File: config.mk
export PLATFORM = sky130hd
export DESIGN_NAME = io_encoder_writer
export DESIGN_NICKNAME = d
export VERILOG_FILES = /design/src/rtl/io_encoder_writer.sv
export SDC_FILE = /design/constraint.sdc
export NUM_CORES = 1
export LEC_CHECK = 0
export CAP_MARGIN = 10
export CORE_MARGIN = 2
export CORE_UTILIZATION = 35
export CTS_CLUSTER_DIAMETER = 50
export DETAILED_ROUTE_END_ITERATION = 7
export PLACE_DENSITY = 0.71
export SLEW_MARGIN = 0
export SYNTH_ARGS = -nofsm -noshare
export SYNTH_HDL_FRONTEND = slang
export SYNTH_SLANG_ARGS = --single-unit
export TNS_END_PERCENT = 100
File: constraint.sdc
create_clock -name clk -period 4.6 [get_ports clk]
set_input_delay 1.15 -clock clk [delete_from_list [all_inputs] [get_ports clk]]
set_output_delay 1.15 -clock clk [all_outputs]
set_load 0.02 [all_outputs]
File: src/rtl/io_encoder_writer.sv
// Quadrature encoder decoder that periodically publishes position/status words
// into data memory over the RAM IO port and polls a mailbox for a zero command.
module io_encoder_writer #(
  parameter int unsigned UPDATE_CYCLES = 100000,
  parameter logic [11:0] POS_ADDR      = 12'd4000,
  parameter logic [11:0] STATUS_ADDR   = 12'd4001,
  parameter logic [11:0] CMD_ADDR      = 12'd4002
) (
  input  logic        clk,
  input  logic        reset_n,
  input  logic        enc_a,
  input  logic        enc_b,
  input  logic [31:0] IO_dataIn,
  output logic [11:0] IO_addr,
  output logic [31:0] IO_dataOut,
  output logic        IO_wEn,
  output logic [31:0] position,
  output logic        busy
);

  localparam int unsigned   TW           = $clog2(UPDATE_CYCLES);
  localparam logic [TW-1:0] TIMER_RELOAD = TW'(UPDATE_CYCLES - 1);

  typedef enum logic [2:0] {
    S_IDLE,
    S_RD_CMD,
    S_CHK_CMD,
    S_CLR_CMD,
    S_WR_POS,
    S_WR_STAT
  } state_e;

  state_e        state_q, state_d;
  logic [TW-1:0] timer_q, timer_d;
  logic [1:0]    meta_q;
  logic [1:0]    ab_s_q;
  logic [1:0]    prev_q;
  logic [31:0]   position_q, position_d;
  logic [15:0]   err_cnt_q, err_cnt_d;

  logic          step_fwd;
  logic          step_rev;
  logic          step_bad;
  logic          clear_cmd;
  logic [31:0]   status_word;
  logic          unused_cmd_bits;

  // Only bit 0 of the mailbox carries meaning.
  assign unused_cmd_bits = ^IO_dataIn[31:1];

  // NOTE: sequential state uses non-blocking assignments so every flop samples
  // pre-edge values; blocking here would chain the synchronizer stages into one.
  always_ff @(posedge clk or negedge reset_n) begin
    if (!reset_n) begin
      meta_q     <= 2'b00;
      ab_s_q     <= 2'b00;
      prev_q     <= 2'b00;
      position_q <= 32'd0;
      err_cnt_q  <= 16'd0;
      timer_q    <= TIMER_RELOAD;
      state_q    <= S_IDLE;
    end else begin
      meta_q     <= {enc_a, enc_b};
      ab_s_q     <= meta_q;
      prev_q     <= ab_s_q;
      position_q <= position_d;
      err_cnt_q  <= err_cnt_d;
      timer_q    <= timer_d;
      state_q    <= state_d;
    end
  end

  // Forward Gray order is 00 -> 01 -> 11 -> 10 -> 00.
  always_comb begin
    step_fwd = ((prev_q == 2'b00) && (ab_s_q == 2'b01)) ||
               ((prev_q == 2'b01) && (ab_s_q == 2'b11)) ||
               ((prev_q == 2'b11) && (ab_s_q == 2'b10)) ||
               ((prev_q == 2'b10) && (ab_s_q == 2'b00));
    step_rev = ((ab_s_q == 2'b00) && (prev_q == 2'b01)) ||
               ((ab_s_q == 2'b01) && (prev_q == 2'b11)) ||
               ((ab_s_q == 2'b11) && (prev_q == 2'b10)) ||
               ((ab_s_q == 2'b10) && (prev_q == 2'b00));
    step_bad = ((prev_q ^ ab_s_q) == 2'b11);
  end

  assign clear_cmd = (state_q == S_CHK_CMD) && IO_dataIn[0];

  // A zero command overrides any decode activity in the same cycle.
  always_comb begin
    position_d = position_q;
    err_cnt_d  = err_cnt_q;
    if (step_fwd) begin
      position_d = position_q + 32'd1;
    end else if (step_rev) begin
      position_d = position_q - 32'd1;
    end
    if (step_bad && (err_cnt_q != 16'hFFFF)) begin
      err_cnt_d = err_cnt_q + 16'd1;
    end
    if (clear_cmd) begin
      position_d = 32'd0;
      err_cnt_d  = 16'd0;
    end
  end

  assign status_word = {err_cnt_q, 14'd0, ab_s_q};

  // Outputs decode straight from state_q, so an async reset forces IO_wEn low
  // in the same instant without waiting for a clock.
  // NOTE: every always_comb output gets a default first so no path infers a latch.
  always_comb begin
    state_d    = state_q;
    timer_d    = timer_q;
    IO_addr    = 12'd0;
    IO_dataOut = 32'd0;
    IO_wEn     = 1'b0;
    unique case (state_q)
      S_IDLE: begin
        if (timer_q == '0) begin
          timer_d = TIMER_RELOAD;
          state_d = S_RD_CMD;
        end else begin
          timer_d = timer_q - 1'b1;
        end
      end
      S_RD_CMD: begin
        IO_addr = CMD_ADDR;
        state_d = S_CHK_CMD;
      end
      S_CHK_CMD: begin
        IO_addr = CMD_ADDR;
        state_d = IO_dataIn[0] ? S_CLR_CMD : S_WR_POS;
      end
      S_CLR_CMD: begin
        IO_addr = CMD_ADDR;
        IO_wEn  = 1'b1;
        state_d = S_WR_POS;
      end
      S_WR_POS: begin
        IO_addr    = POS_ADDR;
        IO_dataOut = position_q;
        IO_wEn     = 1'b1;
        state_d    = S_WR_STAT;
      end
      S_WR_STAT: begin
        IO_addr    = STATUS_ADDR;
        IO_dataOut = status_word;
        IO_wEn     = 1'b1;
        state_d    = S_IDLE;
      end
      default: state_d = S_IDLE;
    endcase
  end

  assign position = position_q;
  assign busy     = (state_q != S_IDLE);

endmodule

Word-level counts from Yosys, hierarchy flattened. Cells that the tools add are included. W data, S select, Z words.

Add/sub/neg operators: 4. Multiplexer cells: 12. Equality and inequality tests: 14. Reduce and logical (&&, ||, !) cells: 25. Bitwise operators: 1.

Operator list (count): $mux W32 (3); $pmux W32 S2 (1); $pmux W12 S3 (1); $add A32 B1 Y32 const B (1); $mux W16 (2); $sub A32 B1 Y32 const B (1); $logic_not A17 Y1 (1); $mux W17 (1); $sub A17 B1 Y17 const B (1); $add A16 B1 Y16 const B (1); $ne A16 B16 Y1 const B (1); $pmux W3 S5 (1); $eq A2 B2 Y1 const B (5); $logic_and A1 B1 Y1 (10); $eq A3 B2 Y1 const B (2); $eq A3 B3 Y1 const B (2); $logic_or A1 B1 Y1 (6); $mux W3 (2); $reduce_bool A3 Y1 (2); $reduce_or A3 Y1 (2); $eq A2 B1 Y1 const B (2); $logic_not A2 Y1 (2); $eq A3 B1 Y1 const B (1); $logic_not A3 Y1 (1); 4 further kinds (4).

Output and inout bits: 78. Register bits after elaboration: 74. Input bits: 36. Logic and storage cells: 63.

Logic depth before layout (Yosys ltp). Gate-level depths: netlist of run 1.

Depth in word-level cells: 8. Gate-level depth with buffers: 14. Gate-level depth less buffers: 12.

Least setup slack after synthesis of run 1. Ideal clock, no wire load.

Kind: register -> register. Start: register ab_s_q[0]. End: register position_q[24] (netlist: position[24]). Clock period less this slack: 3.363 ns. Required time: 4.474 ns. Stages on the path, launching flop included: 15. Library setup time: 0.126 ns. Data arrival time: 3.237 ns. Slack: 1.237 ns. Path buffers: 2. Cells stage by stage: dfrtp_1 > xor2_1 > and2_1 > clkbuf_1 > inv_1 > ha_1 > clkbuf_1 > a21oi_1 > o21ai_0 > a221o_1 > a21oi_1 > o21ai_1 > nand4_1 > mux2i_1 > a311o_1.

Word-level cells in the longest chain between the ends: 7. Elaborated cells between the ends (all ways): 21. Classes of those cells: eq/ne: 3; mux: 2; reduce/logical: 16.

RTL lines: start: declaration (line 36) `logic [1:0] ab_s_q;`; start signal: assignment (line 64) `ab_s_q <= meta_q;`; $eq A2 B1 Y1 / $eq A2 B2 Y1 (equally long branches); $logic_and A1 B1 Y1, on equally long branches (line 75, 76); $logic_or A1 B1 Y1 (line 75) `step_fwd = ((prev_q == 2'b00) && (ab_s_q == 2'b01)) ||`; $logic_or A1 B1 Y1 (line 76) `((prev_q == 2'b01) && (ab_s_q == 2'b11)) ||`; $logic_or A1 B1 Y1 (line 77) `((prev_q == 2'b11) && (ab_s_q == 2'b10)) ||`; $mux W32 (line 92) `if (step_fwd) begin`; $mux W32 (line 100) `if (clear_cmd) begin`; end signal: assignment (line 66) `position_q <= position_d;`; end: declaration (line 38) `logic [31:0] position_q, position_d;`.

Several ways; a longest one is shown, not always the timed one. A chain may end at the register's enable or synchronous reset.

Worst setup path after layout of run 1.
Start: register state_q[2]. End: output port IO_dataOut[23].

Word-level cells in the longest chain between the ends: 2. Elaborated cells between the ends (all ways): 3. Classes of those cells: eq/ne: 2; mux: 1.

RTL lines: start: declaration (line 33) `state_e state_q, state_d;`; start signal: assignment (line 69) `state_q <= state_d;`; $eq A3 B3 Y1 (line 117) `unique case (state_q)`; $pmux W32 S2 * (line 117); end: declaration (line 15) `output logic [31:0] IO_dataOut,`.

Every way passes the cells marked *; elsewhere a longest branch is shown, timed or not.

==> report_table.html, run 1 <==
<table>
<tr><th>Metric</th><th>Value</th></tr>
<tr><th colspan="2">Run status</th></tr>
<tr><td>Outcome</td><td>finished clean</td></tr>
<tr><th colspan="2">Final layout</th></tr>
<tr><td>Share of cells above drive strength 1</td><td>6.222%</td></tr>
<tr><td>Final non-filler cell total</td><td>859</td></tr>
<tr><td>Fill cell count</td><td>1,463</td></tr>
<tr><td>Area used by sequential logic in the layout</td><td>1864 µm²</td></tr>
<tr><td>Count of inserted antenna diode cells</td><td>0</td></tr>
<tr><td>Final core utilization</td><td>44.41%</td></tr>
<tr><td>Nets</td><td>740</td></tr>
<tr><td>Relative area change from synthesis to final layout</td><td>23.51%</td></tr>
<tr><td>Area used by multi-input combinational logic</td><td>3168 µm²</td></tr>
<tr><td>Cell area after layout</td><td>6455 µm²</td></tr>
<tr><th colspan="2">GRT</th></tr>
<tr><td>Global router's overall resource usage</td><td>16.66%</td></tr>
<tr><td>Antenna violations before repair</td><td>0</td></tr>
<tr><td>Vias in the first global route</td><td>4,303</td></tr>
<tr><td>Global-route wire length before repair</td><td>21.60 mm</td></tr>
<tr><td>Total congestion overflow</td><td>0</td></tr>
<tr><td>Largest net degree at the start of global routing</td><td>75</td></tr>
<tr><th colspan="2">Clocking</th></tr>
<tr><td>Number of CTS-inserted buffers</td><td>9</td></tr>
<tr><td>Post-CTS Setup Inserts</td><td>0</td></tr>
<tr><td>Clock Path Buffers</td><td>2</td></tr>
<tr><td>CTS hold repair buffers</td><td>0</td></tr>
<tr><td>Sink count of the clock tree</td><td>74</td></tr>
<tr><td>Clock tree from TritonCTS</td><td>built</td></tr>
<tr><td>PostCTS Resize Cnt</td><td>0</td></tr>
<tr><td>Clock transition at path regs</td><td>50 ps</td></tr>
<tr><td>Clock latency of the later-clocked register in the worst-skew pair</td><td>340 ps</td></tr>
<tr><td>Maximum level of the CTS H-tree</td><td>3</td></tr>
<tr><td>Clk root buf</td><td>clkbuf_16</td></tr>
<tr><th colspan="2">Yosys</th></tr>
<tr><td>Synth Area per Inst</td><td>8.696 µm²</td></tr>
<tr><td>Area share of and/or/nand/nor cells after synthesis</td><td>21.24%</td></tr>
<tr><td>Combinational family with the most area after synthesis</td><td>simple AND/OR/NAND/NOR gates</td></tr>
<tr><td>Number of flops mapped to enable cells by yosys</td><td>0</td></tr>
<tr><td>Number of synthesized register bits</td><td>74</td></tr>
<tr><td>Post-synthesis share of cell area spent on full adders, half adders and majority gates</td><td>8.044%</td></tr>
<tr><td>Number of warnings reported in the yosys synthesis log</td><td>0</td></tr>
<tr><td>Compound-cell area share of the yosys netlist</td><td>21.04%</td></tr>
<tr><td>Instance count of the mapped netlist</td><td>601</td></tr>
<tr><td>Seq/Total Area, Yosys</td><td>35.67%</td></tr>
<tr><td>Library cells used by synthesis</td><td>64</td></tr>
<tr><td>Synthesized cell area</td><td>5226 µm²</td></tr>
<tr><td>Proportion of register bits with asynchronous set or reset after synthesis</td><td>100.0%</td></tr>
<tr><td>Mux share of post-synthesis cell area</td><td>1.532%</td></tr>
<tr><td>Post-synth top flop</td><td>dfrtp_1</td></tr>
<tr><td>Post-synthesis xor/xnor area fraction</td><td>8.379%</td></tr>
<tr><th colspan="2">Route</th></tr>
<tr><td>Total detailed-routing wirelength</td><td>13.08 mm</td></tr>
<tr><td>First DRT Iteration DRCs</td><td>338</td></tr>
<tr><td>Via-to-Cell Ratio</td><td>5.326</td></tr>
<tr><td>Mean routed wirelength per cell</td><td>15.22 µm</td></tr>
<tr><td>Number of remaining DRC errors</td><td>0</td></tr>
<tr><td>Number of nets with antenna violations after detailed routing</td><td>0</td></tr>
<tr><td>Initial DRT Pass Iterations</td><td>4</td></tr>
<tr><td>Total via count in the routed design</td><td>4,575</td></tr>
<tr><th colspan="2">Setup path</th></tr>
<tr><td>Gate family responsible for the most delay along the worst path</td><td>buffers and inverters</td></tr>
<tr><td>Signal arrival time at the worst endpoint</td><td>2500 ps</td></tr>
<tr><td>Slowest CP cell</td><td>dfrtp_1</td></tr>
<tr><td>Launching element type of the critical path</td><td>register</td></tr>
<tr><td>Worst Setup Path Type</td><td>register to output port</td></tr>
<tr><td>Slowest stage delay, CP</td><td>700 ps</td></tr>
<tr><td>Chain of cells forming the critical path</td><td>inv_1, nor3b_2, buf_4, a22o_1, clkdlybuf4s50_1</td></tr>
<tr><td>Data required, critical path</td><td>3450 ps</td></tr>
<tr><td>Count of buffering cells on the critical path with inverters included</td><td>3</td></tr>
<tr><td>Critical Path End Type</td><td>output port</td></tr>
<tr><td>Maximum fanout encountered on the critical timing path</td><td>20</td></tr>
<tr><th colspan="2">Placement</th></tr>
<tr><td>Inst Count DP</td><td>844</td></tr>
<tr><td>GPL Wtd Cong</td><td>0.9021</td></tr>
<tr><td>DP Wirelength</td><td>9.369 mm</td></tr>
<tr><td>Port-buffer cells</td><td>78</td></tr>
<tr><td>Post-place instance area</td><td>6135 µm²</td></tr>
<tr><th colspan="2">Timing</th></tr>
<tr><td>Minimum clock period after layout</td><td>3649 ps</td></tr>
<tr><td>Timing-limited maximum frequency</td><td>274.0 MHz</td></tr>
<tr><td>Setup skew after layout</td><td>8.621 ps</td></tr>
<tr><td>Post-route clock period utilization</td><td>79.33%</td></tr>
<tr><td>Final setup violation count</td><td>0</td></tr>
<tr><td>Final setup TNS</td><td>0 ps</td></tr>
<tr><td>Max Transition Viols Final</td><td>0</td></tr>
<tr><td>Setup repair after global routing missed its margin</td><td>false</td></tr>
<tr><td>Rel. slew slack</td><td>35.68%</td></tr>
<tr><td>Worst-Margin Slew</td><td>964.8 ps</td></tr>
<tr><td>Hold Violations, Final</td><td>0</td></tr>
<tr><th colspan="2">Power and ir drop</th></tr>
<tr><td>Reported leakage power</td><td>2.787 nW</td></tr>
<tr><td>Power Dens Cells</td><td>818.1 nW/µm²</td></tr>
<tr><td>Maximum resistive drop on vdd</td><td>0.0003517 V</td></tr>
<tr><th colspan="2">Floorplanning</th></tr>
<tr><td>Row cnt</td><td>44</td></tr>
<tr><td>Initial Utilization</td><td>35.96%</td></tr>
<tr><td>Boundary pin count</td><td>114</td></tr>
<tr><td>Width of the die</td><td>126.2 µm</td></tr>
<tr><td>Die area</td><td>15,930 µm²</td></tr>
<tr><td>Die Y</td><td>126.2 µm</td></tr>
<tr><td>Standard cell core area</td><td>14,530 µm²</td></tr>
<tr><th colspan="2">Job</th></tr>
<tr><td>Max-cap violation count</td><td>0</td></tr>
<tr><th colspan="2">Min path</th></tr>
<tr><td>Hold Crit Class</td><td>register to register</td></tr>
</table>
## worst reg2reg max path: stages (launching register included)
cell	delay, ps
dfrtp_1	420
xnor2_1	200
and2_1	280
inv_1	340
ha_1	450
nor2b_1	240
o2111ai_1	200
a21oi_1	280
nor3_2	110
o21ai_1	240
nand4_1	260
mux2i_1	180
a311o_1	310
## power by group
part / switching (W) / leakage [nW] / internal [W]
logic: 0.00177 / 1.72 / 0.00143
clock network: 0.000267 / 0.156 / 0.000502
registers: 0.000354 / 0.908 / 0.000956
total: 0.00239 / 2.79 / 0.00289
## cell type report
cell class,instances,share of cell area [%]
Inverter,13,0.7560
Multi-Input combinational cell,489,49.08
Tap cell,184,3.567
Timing Repair Buffer,84,12.75
Clock buffer,13,4.032
Sequential cell,74,28.88
Clock inverter,2,0.9304
## path summary, 6_finish.rpt
path / from / to / slack [ps] / depth (start not counted)
setup / recovery: state_q[2] / IO_dataOut[23] / 950 / 5
hold / removal: meta_q[0] / ab_s_q[0] / 350 / 0
setup reg to reg: ab_s_q[1] / position[24] / 970 / 12
hold reg to reg: meta_q[0] / ab_s_q[0] / 350 / 0
max in group asynchronous: reset_n / ab_s_q[0] / 3000 / 1
min in group asynchronous: reset_n / position[14] / 940 / 1
## state kept, by name (all words and copies together) (netlist names)
signal     count
position      32
meta_q         2
state_q        3
err_cnt_q     16
ab_s_q         2
prev_q         2
timer_q       17
## cells by family after synthesis
kind of cell,count (synthesis)
other,1
DFF,74
xor gates and xnor gates,50
muxes,8
and+or+nand+nor,228
buffers and inverters,41
adders and majority gates,33
AOI/OAI and AO/OA,166
## cell usage after synthesis, drive strengths merged (12+ instances only)
library cell,instances,area (µm²)
a22o,19,166.4
xnor2,29,254.0
dfrtp,64,1602
nand2,75,281.5
clkbuf,16,60.06
nor2,56,210.2
and3,21,131.4
xor2,21,183.9
a21o,13,98.85
nand3,15,80.08
ha,32,400.4
a21oi,56,280.3
inv,13,48.80
o21ai,31,166.4
nor3,13,75.07
buf,12,101.3
## stage by stage
stage / setup WS, ps / hold WS (ps) / total power, W
after floorplan: 1237 / 331.2 / 0.003526
after global placement: 1021 / 331.4 / 0.004458
after detailed placement: 994.4 / 335.6 / 0.004486
after CTS: 925.7 / 352.5 / 0.005295
after global routing: 676.5 / 359.0 / 0.005693
final: 950.8 / 347.3 / 0.005281
## layer usage
metal	up-vias	share of wire, %	track usage [%]
li1	2307	-	-
met1	2170	50	23.65
met2	87	45	26.06
met3	11	3.3	2.421
met4	0	1.6	5.624
met5	-	0	0
## layout by cell type, fill, tap and decap left out, types with 12 or more instances in the layout
master,count
a21o_1,12
a21oi_1,56
a22o_1,19
and3_1,21
clkdlybuf4s50_1,77
dfrtp_1,64
ha_1,32
inv_1,13
nand2_1,75
nand3_1,14
nor2_1,56
o21ai_0,26
xnor2_1,29
xor2_1,21
(Power assumes the default switching activity.)
==> run 2: changes to the inputs <==
==> constraint.sdc (replaced) <==
create_clock -name clk -period 3.5 [get_ports clk]
set_input_delay 0.875 -clock clk [delete_from_list [all_inputs] [get_ports clk]]
set_output_delay 0.875 -clock clk [all_outputs]
set_load 0.02 [all_outputs]
==> run 2 against run 1 <==
Against the previous run:
- critical path depth grew 9
- critical path type is now register to register
- sequential power increased by 31%
- wire length is 2.3% higher
==> report_table.html, run 2 (synthesized netlist as in run 1, its figures left out) <==
<table>
<tr><th>Metric</th><th>Value</th></tr>
<tr><th colspan="2">Timing</th></tr>
<tr><td>Rel. slew slack</td><td>36.44% (+0.76 points)</td></tr>
<tr><td>Worst-Margin Slew</td><td>953.4 ps (-11.36 ps)</td></tr>
<tr><td>Setup repair after global routing missed its margin</td><td>false</td></tr>
<tr><td>Final setup TNS</td><td>0 ps (unchanged)</td></tr>
<tr><td>Post-route clock period utilization</td><td>92.41%</td></tr>
<tr><td>Final setup violation count</td><td>0 (unchanged)</td></tr>
<tr><td>Minimum clock period after layout</td><td>3234 ps</td></tr>
<tr><td>Min setup slack post-route</td><td>265.5 ps (-685.3 ps)</td></tr>
<tr><td>Timing-limited maximum frequency</td><td>309.2 MHz</td></tr>
<tr><td>Setup skew after layout</td><td>6.798 ps (-1.823 ps)</td></tr>
<tr><td>Max Transition Viols Final</td><td>0 (unchanged)</td></tr>
<tr><td>Hold Violations, Final</td><td>0 (unchanged)</td></tr>
<tr><th colspan="2">Min path</th></tr>
<tr><td>Min-Delay Path Depth</td><td>0 (unchanged)</td></tr>
<tr><td>Critical hold path startpoint</td><td>meta_q[0]</td></tr>
<tr><td>Worst Hold Path EP</td><td>ab_s_q[0]</td></tr>
<tr><td>Hold Crit Class</td><td>register to register</td></tr>
<tr><th colspan="2">GRT</th></tr>
<tr><td>Largest net degree at the start of global routing</td><td>75 (unchanged)</td></tr>
<tr><td>Antenna violations before repair</td><td>0 (unchanged)</td></tr>
<tr><td>Total congestion overflow</td><td>0 (unchanged)</td></tr>
<tr><td>Global-route wire length before repair</td><td>22.33 mm (+3.4%)</td></tr>
<tr><td>Vias in the first global route</td><td>4,457 (+3.6%)</td></tr>
<tr><td>Global router's overall resource usage</td><td>17.02% (+0.36 points)</td></tr>
<tr><th colspan="2">Route</th></tr>
<tr><td>Initial DRT Pass Iterations</td><td>5 (+1)</td></tr>
<tr><td>Via-to-Cell Ratio</td><td>5.348 (+0.42%)</td></tr>
<tr><td>Mean routed wirelength per cell</td><td>15.27 µm (+0.29%)</td></tr>
<tr><td>Number of remaining DRC errors</td><td>0 (unchanged)</td></tr>
<tr><td>Total via count in the routed design</td><td>4,685 (+2.4%)</td></tr>
<tr><td>Total detailed-routing wirelength</td><td>13.37 mm (+2.3%)</td></tr>
<tr><td>First DRT Iteration DRCs</td><td>239 (-29%)</td></tr>
<tr><td>Number of nets with antenna violations after detailed routing</td><td>0 (unchanged)</td></tr>
<tr><th colspan="2">Setup path</th></tr>
<tr><td>Reg2reg start</td><td>ab_s_q[0]</td></tr>
<tr><td>Chain of cells forming the critical path</td><td>xor2_1, and2_1, inv_2, buf_4, buf_4, ha_1, and3_1, and2_1, a221oi_1, o21ai_1, nand4_1, mux2i_1, xnor2_1, nor2_1</td></tr>
<tr><td>Slowest CP cell</td><td>dfrtp_1</td></tr>
<tr><td>Slowest stage delay, CP</td><td>390 ps (-310 ps)</td></tr>
<tr><td>Data required, critical path</td><td>3730 ps (+280 ps)</td></tr>
<tr><td>Launching element type of the critical path</td><td>register</td></tr>
<tr><td>Register-to-register setup slack</td><td>270 ps (-700 ps)</td></tr>
<tr><td>Reg2Reg Capture Point</td><td>position[31]</td></tr>
<tr><td>Worst Setup Path Type</td><td>register to register</td></tr>
<tr><td>Maximum fanout encountered on the critical timing path</td><td>15 (-25%)</td></tr>
<tr><td>Signal arrival time at the worst endpoint</td><td>3470 ps (+970 ps)</td></tr>
<tr><td>Path depth of the worst reg2reg path</td><td>14 (+2)</td></tr>
<tr><td>Gate family responsible for the most delay along the worst path</td><td>simple AND/OR/NAND/NOR gates</td></tr>
<tr><td>Count of buffering cells on the critical path with inverters included</td><td>3 (unchanged)</td></tr>
<tr><td>Critical Path End Type</td><td>register</td></tr>
<tr><th colspan="2">Clocking</th></tr>
<tr><td>Clock tree from TritonCTS</td><td>built</td></tr>
<tr><td>Sink count of the clock tree</td><td>74 (unchanged)</td></tr>
<tr><td>Number of CTS-inserted buffers</td><td>9 (unchanged)</td></tr>
<tr><td>Maximum level of the CTS H-tree</td><td>3 (unchanged)</td></tr>
<tr><td>PostCTS Resize Cnt</td><td>0 (unchanged)</td></tr>
<tr><td>Clk root buf</td><td>clkbuf_16</td></tr>
<tr><td>Clock latency of the later-clocked register in the worst-skew pair</td><td>340 ps (about the same)</td></tr>
<tr><td>Post-CTS Setup Inserts</td><td>0 (unchanged)</td></tr>
<tr><td>Clock Path Buffers</td><td>2 (unchanged)</td></tr>
<tr><td>CTS hold repair buffers</td><td>0 (unchanged)</td></tr>
<tr><td>Clock transition at path regs</td><td>60 ps (about the same)</td></tr>
<tr><th colspan="2">Placement</th></tr>
<tr><td>Port-buffer cells</td><td>78 (unchanged)</td></tr>
<tr><td>DP Wirelength</td><td>9.525 mm (+1.7%)</td></tr>
<tr><td>GPL Wtd Cong</td><td>0.9138 (+1.3%)</td></tr>
<tr><td>Inst Count DP</td><td>860 (+1.9%)</td></tr>
<tr><td>Dpl ws</td><td>209.2 ps (-785.2 ps)</td></tr>
<tr><th colspan="2">Floorplanning</th></tr>
<tr><td>Standard cell core area</td><td>14,530 µm² (unchanged)</td></tr>
<tr><td>Die area</td><td>15,930 µm² (unchanged)</td></tr>
<tr><td>Width of the die</td><td>126.2 µm (unchanged)</td></tr>
<tr><td>Die Y</td><td>126.2 µm (unchanged)</td></tr>
<tr><td>Initial Utilization</td><td>35.96% (unchanged)</td></tr>
<tr><td>Row cnt</td><td>44 (unchanged)</td></tr>
<tr><td>Boundary pin count</td><td>114 (unchanged)</td></tr>
<tr><th colspan="2">Final layout</th></tr>
<tr><td>Relative area change from synthesis to final layout</td><td>25.09%</td></tr>
<tr><td>Top library cells by usage in the layout, fill and taps aside</td><td>clkdlybuf4s50_1 (77), nand2_1 (75), dfrtp_1 (64)</td></tr>
<tr><td>Number of flip-flops in the largest register</td><td>32 (unchanged)</td></tr>
<tr><td>Nets</td><td>756 (+2.2%)</td></tr>
<tr><td>Count of inserted antenna diode cells</td><td>0 (unchanged)</td></tr>
<tr><td>Final non-filler cell total</td><td>876 (+2.0%)</td></tr>
<tr><td>Share of cells above drive strength 1</td><td>8.815% (+2.6 points)</td></tr>
<tr><td>Most common cell after layout, fill and taps aside</td><td>clkdlybuf4s50_1</td></tr>
<tr><th colspan="2">Power and ir drop</th></tr>
<tr><td>Maximum resistive drop on vdd</td><td>0.0004647 V (+32%)</td></tr>
<tr><td>Reported leakage power</td><td>2.837 nW (+1.8%)</td></tr>
<tr><td>Power Dens Cells</td><td>1065 nW/µm² (+30%)</td></tr>
<tr><th colspan="2">Job</th></tr>
<tr><td>Max-cap violation count</td><td>0 (unchanged)</td></tr>
<tr><th colspan="2">Run status</th></tr>
<tr><td>Outcome</td><td>finished clean</td></tr>
</table>
[run 2: cell types whose count changed in the layout (fill, tap and decap cells not counted), sizes merged]
cell,change
clkinv,+2
buf,+16
bufinv,-2
clkinvlp,+1
[run 2: area by class of cell]
class	instances	area (µm²)
fillers	1454	7996
multi-input cells	489	3183
flip-flops and latches	74	1864
repair buffers	100	943.4
clock buffers	13	250.2
well taps	184	230.2
inverters	13	48.80
clock inverters	3	17.52
[run 2: per-layer routing]
metal / global-route usage, % / vias up / part of all wire, %
li1: - / 2332 / -
met1: 23.72 / 2237 / 50
met2: 27.67 / 104 / 46
met3: 2.209 / 12 / 3.5
met4: 5.107 / 0 / 1.2
met5: 0 / - / 0
[run 2: worst max path at each step]
stage / startpoint / end / slack (ps) / cells past startpoint
2_1_floorplan: ab_s_q[0] / position[24] / 140 / 14
3_3_place_gp: ab_s_q[0] / position[24] / 250 / 13
3_5_place_dp: ab_s_q[0] / position[24] / 210 / 13
4_1_cts: ab_s_q[0] / position[31] / 200 / 14
5_1_grt: ab_s_q[0] / position[25] / 30 / 13
6_report: ab_s_q[0] / position[31] / 270 / 14
[run 2: metrics by stage]
stage | hold slack [ps] | util (%) | area, µm² | power (W)
after floorplan | 331.2 | - | 5238 | 0.004634
after detailed placement | 336.4 | 43.04 | 6255 | 0.006031
final | 346.9 | 44.98 | 6538 | 0.006961
after global routing | 361.3 | 44.98 | 6538 | 0.007515
after global placement | 332.1 | 43.04 | 6255 | 0.005983
after CTS | 349.7 | 44.88 | 6523 | 0.006943
[run 2: report_power, final]
part           switching (W)  internal (W)
registers           0.000451       0.00126
logic                0.00239       0.00200
clock network       0.000369      0.000498
==> run 3: changes to the inputs <==
--- a/config.mk
+++ b/config.mk
@@ -11,6 +11,7 @@
 export CTS_CLUSTER_DIAMETER = 50
 export DETAILED_ROUTE_END_ITERATION = 7
 export PLACE_DENSITY = 0.71
+export SKIP_CTS_REPAIR_TIMING = 1
 export SLEW_MARGIN = 0
 export SYNTH_ARGS = -nofsm -noshare
 export SYNTH_HDL_FRONTEND = slang
==> results of run 3 <==
Final layout, timing and power as in run 2 (identical DEF).
